`src/rtl/hazard_ctrl.sv`:
```
// hazard_ctrl: pipeline hazard controller for the five-stage MIPS core.
// Resolves data stalls from Tuse/Tnew, selects forwarding sources for the
// D/E/M stages, sequences mult/div busy time, and counts stall cycles.
module hazard_ctrl #(
    parameter int unsigned MULT_CYCLES = 5,
    parameter int unsigned DIV_CYCLES  = 10
) (
    input  logic        Clk,
    input  logic        Reset,
    input  logic [4:0]  RsD,
    input  logic [4:0]  RtD,
    input  logic [1:0]  TuseRsD,
    input  logic [1:0]  TuseRtD,
    input  logic [4:0]  RsE,
    input  logic [4:0]  RtE,
    input  logic [4:0]  RtM,
    input  logic [4:0]  A3E,
    input  logic [4:0]  A3M,
    input  logic [4:0]  A3W,
    input  logic [1:0]  TnewE,
    input  logic [1:0]  TnewM,
    input  logic        MDStartE,
    input  logic        MDDivE,
    input  logic        MDUseD,
    output logic        StallF,
    output logic        StallD,
    output logic        FlushE,
    output logic [2:0]  Forward_RS_D_Sel,
    output logic [2:0]  Forward_RT_D_Sel,
    output logic [2:0]  Forward_RS_E_Sel,
    output logic [2:0]  Forward_RT_E_Sel,
    output logic [2:0]  Forward_RT_M_Sel,
    output logic        MDBusy,
    output logic [31:0] StallCount
);

    localparam logic [3:0] MULT_LOAD = 4'(MULT_CYCLES);
    localparam logic [3:0] DIV_LOAD  = 4'(DIV_CYCLES);

    logic [3:0] md_cnt;
    logic       rs_d_e, rs_d_m, rs_d_w;
    logic       rt_d_e, rt_d_m, rt_d_w;
    logic       rs_e_m, rs_e_w, rt_e_m, rt_e_w;
    logic       rt_m_w;
    logic       data_stall;
    logic       md_stall;
    logic       stall;

    // Register 0 is hard-wired, so it never counts as a producer/consumer match.
    function automatic logic hit(input logic [4:0] src, input logic [4:0] dst);
        return (src != '0) && (src == dst);
    endfunction

    // Source-vs-destination match terms for every stage pair used below.
    always_comb begin
        rs_d_e = hit(RsD, A3E);
        rs_d_m = hit(RsD, A3M);
        rs_d_w = hit(RsD, A3W);
        rt_d_e = hit(RtD, A3E);
        rt_d_m = hit(RtD, A3M);
        rt_d_w = hit(RtD, A3W);
        rs_e_m = hit(RsE, A3M);
        rs_e_w = hit(RsE, A3W);
        rt_e_m = hit(RtE, A3M);
        rt_e_w = hit(RtE, A3W);
        rt_m_w = hit(RtM, A3W);
    end

    // Stall decision: data hazards where the consumer needs a value sooner
    // than the producer can supply it, plus mult/div unit contention.
    always_comb begin
        data_stall = (rs_d_e && (TuseRsD < TnewE)) || (rs_d_m && (TuseRsD < TnewM))
                  || (rt_d_e && (TuseRtD < TnewE)) || (rt_d_m && (TuseRtD < TnewM));
        md_stall   = MDUseD && (MDBusy || MDStartE);
        stall      = Reset && (data_stall || md_stall);
        StallF     = stall;
        StallD     = stall;
        FlushE     = stall;
    end

    // Forwarding selects, nearest ready producer first; all zero in reset.
    always_comb begin
        Forward_RS_D_Sel = 3'd0;
        Forward_RT_D_Sel = 3'd0;
        Forward_RS_E_Sel = 3'd0;
        Forward_RT_E_Sel = 3'd0;
        Forward_RT_M_Sel = 3'd0;
        if (Reset) begin
            if (rs_d_e && (TnewE == 2'd0))      Forward_RS_D_Sel = 3'd1;
            else if (rs_d_m && (TnewM == 2'd0)) Forward_RS_D_Sel = 3'd2;
            else if (rs_d_w)                    Forward_RS_D_Sel = 3'd3;

            if (rt_d_e && (TnewE == 2'd0))      Forward_RT_D_Sel = 3'd1;
            else if (rt_d_m && (TnewM == 2'd0)) Forward_RT_D_Sel = 3'd2;
            else if (rt_d_w)                    Forward_RT_D_Sel = 3'd3;

            if (rs_e_m && (TnewM == 2'd0))      Forward_RS_E_Sel = 3'd1;
            else if (rs_e_w)                    Forward_RS_E_Sel = 3'd2;

            if (rt_e_m && (TnewM == 2'd0))      Forward_RT_E_Sel = 3'd1;
            else if (rt_e_w)                    Forward_RT_E_Sel = 3'd2;

            if (rt_m_w)                         Forward_RT_M_Sel = 3'd1;
        end
    end

    // Mult/div busy counter: a new start always reloads, otherwise count down to 0.
    always_ff @(posedge Clk) begin
        if (!Reset)
            md_cnt <= '0;
        else if (MDStartE)
            md_cnt <= MDDivE ? DIV_LOAD : MULT_LOAD;
        else if (md_cnt != '0)
            md_cnt <= md_cnt - 4'd1;
    end

    assign MDBusy = (md_cnt != '0);

    // Saturating count of stalled cycles since reset.
    always_ff @(posedge Clk) begin
        if (!Reset)
            StallCount <= '0;
        else if (stall && (StallCount != '1))
            StallCount <= StallCount + 32'd1;
    end

endmodule
```
`config.mk`:
```
export PLATFORM = sky130hd
export DESIGN_NAME = hazard_ctrl
export DESIGN_NICKNAME = d
export VERILOG_FILES = /design/src/rtl/hazard_ctrl.sv
export SDC_FILE = /design/constraint.sdc
export NUM_CORES = 1
export LEC_CHECK = 0
export CAP_MARGIN = 20
export CORE_MARGIN = 4
export CORE_UTILIZATION = 35
export DETAILED_ROUTE_END_ITERATION = 6
export PLACE_DENSITY = 0.62
export SLEW_MARGIN = 20
export SYNTH_ARGS = -nofsm -noshare
export SYNTH_HDL_FRONTEND = slang
export SYNTH_SLANG_ARGS = --single-unit
```
`constraint.sdc`:
```
create_clock -name Clk -period 3.25 [get_ports Clk]
set_input_delay 0.65 -clock Clk [delete_from_list [all_inputs] [get_ports Clk]]
set_output_delay 0.65 -clock Clk [all_outputs]
set_load 0.03 [all_outputs]
```
==> run metrics <==
Max Buffers Root-to-Sink 2; Synth Area in XOR/XNOR 15.99%; Root Buffer Master clkbuf_8; Util after Layout 51.50%; Worst setup EP type primary output; Peak VDD IR 0.1697 mV; DP Wirelength 7105 um; clk_lat worst skew 0.29 ns; largest family of logic cells by synthesized area simple AND/OR/NAND/NOR gates; sw frac roughly a third; startpoint types input pin; GRT overflow 0; Routed Antenna Nets 0; fmax 316.8 MHz; Max Clock Skew 0.01550 ns; IO Port Bufs 97; post-placement cell count 582; WL/cell 15.11 um; multi-input logic area around 2200 um^2; adder-cell share of the synthesized area 2.855%; Synth Register Bits 36; critical-path cell list clkdlybuf4s50_1 > inv_1 > ha_1 > a21boi_0 > o41ai_2 > nor4_4 > nor2_4 > buf_6; TritonRoute pass-1 iters 4; final hold violations 0; Site Rows 33; most common flop cell mapped by yosys dfxtp_1; Die Span X 101.6 um; yosys warns 0; TritonCTS buffer count 5; Power per Cell Area between 200 and 300 nW/um^2; P_leak 1.470 nW; gp weighted congestion 0.9167; Cell variety after synth 51; fin cells 591; Switch Pwr 0.3707 mW; Synth area leader dfxtp_1; syn_area_per_cell between 8 and 9 um^2; Synth top cells by count xnor2_1, dfxtp_1, nand2_1, or4_1, o31ai_1; top cell type's share of synthesized area 23.49%; register area share after synthesis 23.49%; most numerous cell in the Yosys netlist xnor2_1; Setup WS pre-CTS -0.09108 ns; vias per cell 5.431; H-tree depth 2; Layout area overhead 40.70%; mux share of post-synthesis cell area around 1.6%; Tightest Hold Check Type flop to flop; Period Utilization, post-route 97.14%; ranking of synthesized cells by area dfxtp_1, xnor2_1, or4_1; CTS clk-pin slew, worst paths 0.06 ns; Critical Path Slowest Stage Cell clkdlybuf4s50_1; Worst Path Arrival roughly 2.5 ns; Fillers 805; RSZ-0062 raised after global routing true; combined buffer and inverter count along the critical path 3; Reg2Reg Setup Slack 0.56 ns; Die Height 101.6 um; Compound-Gate Fraction of Synth Area 16.60%; Max transition margin 50.19%; max incr delay on CP slightly below 0.5 ns; Post-synth ARST share 0%; cell area after synthesis around 3100 um^2; first-pass GRT wire length ~15,000 um; Crit path required time 2.60 ns; combinational power share 31.9%; fin. max-slew vios 0; initial DRC count 140; crit-path leading delay family buffers and inverters; Post-Synth Simple-Gate Area 31.61%; Tot Pwr 1.175 mW; fin worst setup slack 0.09295 ns; Slew @ Worst Pin 0.7414 ns; Int Pwr 0.8046 mW; initial antenna violation count 0; Flop pwr share 39.1%; Post-synth EDFFs 0; CTS Sinks 36; layout cell share with drive strength beyond 1 14.61%; Register Area 720.7 um^2; clock share of power between 20% and 30%; ANT cells 0; Crit Path Class input pin to primary output; setup TNS 0 ns; Initial Utilization approximately 37%; core box area approximately 8400 um^2; Min Clock Period, post-route 3.157 ns; Hold Buf Count CTS 0; max_cap viols 0; top-level port count 104; synthesized instance count 379; final setup fails 0; vias in the first global route approximately 3,100; Final Net Count 545; Vias 3,210; GRT Total Usage 17.32%; largest net degree at the start of global routing 59; DR DRC count 0; status completed; CP max FO 3; die area just over 10,000 um^2; DRT Wirelength roughly 8900 um; CTS tree built
metrics by stage:
stage | hold slack, ns | instance area (um^2)
after floorplan | 0.5646 | 3089
after global placement | 0.4780 | 4182
after detailed placement | 0.4906 | 4182
after CTS | 0.5021 | 4293
after global routing | 0.5230 | 4317
final | 0.4980 | 4317
cell type report:
class	instances	area share, %
multi-input combinational	307	50.03
sequential	36	16.70
timing repair buffer	126	27.28
inverter	9	0.7826
clock inverter	1	0.1739
clock buffer	7	2.000
tap	105	3.043
state kept, by name, indices dropped and copies added (netlist names):
signal	flops
StallCount	32
md_cnt	4
kinds of logic after synthesis:
| family | Yosys count |
|---|---|
| other | 1 |
| AOI/OAI and AO/OA | 71 |
| xor gates and xnor gates | 56 |
| and+or+nand+nor | 162 |
| adders and majority gates | 7 |
| muxes | 5 |
| buffers and inverters | 41 |
| DFF | 36 |
worst reg2reg max path, cell delays in order, from the launching register on:
cell and delay, ns:
dfxtp_1 0.33, inv_1 0.09, ha_1 0.17, or3b_2 0.53
o21ai_1 0.29, o41ai_2 0.15, nor4_4 0.34, buf_4 0.19
buf_12 0.22, nor4_1 0.10, o21a_1 0.16
cells in the final DEF (no fill, tap or decap), drive strengths merged, types with 2 or more instances in the layout:
cell           synthesis  routed
clkdlybuf4s50          0      81
buf                   16      41
xnor2                 38      38
dfxtp                 36      36
a21oi                 31      31
nand2                 25      25
or4                   25      25
o31ai                 21      21
xor2                  18      18
nand3                 18      18
nor2                  16      16
nand4                 15      15
nor4                  13      13
nor3                  12      12
nand2b                11      11
inv                    9       9
and4                   8       8
ha                     7       7
clkbuf                16       7
conb                   1       6
and3                   5       5
mux2i                  5       5
and2                   4       4
dlygate4sd2            0       4
o41ai                  4       4
or3                    3       3
o21ai                  3       3
o311ai                 3       3
o211ai                 2       2
nor4bb                 2       2
nor2b                  2       2
o21a                   2       2
worst paths after layout:
| check | endpoint | start | cells past startpoint |
|---|---|---|---|
| worst min-delay path | StallCount[28] | StallCount[28] | 2 |
| worst min register to register | StallCount[28] | StallCount[28] | 2 |
| worst max register to register | StallCount[27] | md_cnt[0] | 10 |
| worst max-delay path | FlushE | TnewM[1] | 8 |
layer usage:
metal  routed length, um  global-route usage (%)
met5                   0                       0
met4                  68                   3.476
met3                 529                   3.444
met2                4176                   29.02
met1                4156                   23.13
power groups by stage:
stage	clock, mW	sequential [mW]	combinational, mW
5_1_grt	0.372	0.462	0.409
3_3_place_gp	0	0.470	0.363
6_report	0.341	0.460	0.375
3_5_place_dp	0	0.470	0.368
2_1_floorplan	0	0.476	0.225
4_1_cts	0.350	0.460	0.373
what timing repair did:
item,CTS,global route
setup endpoints to repair,3,4
cloned,0,0
resized for setup,11,3
endpoints found under the hold margin,0,0
pin swaps,5,1
buffers inserted,0,1
(Power assumes the default switching activity.)
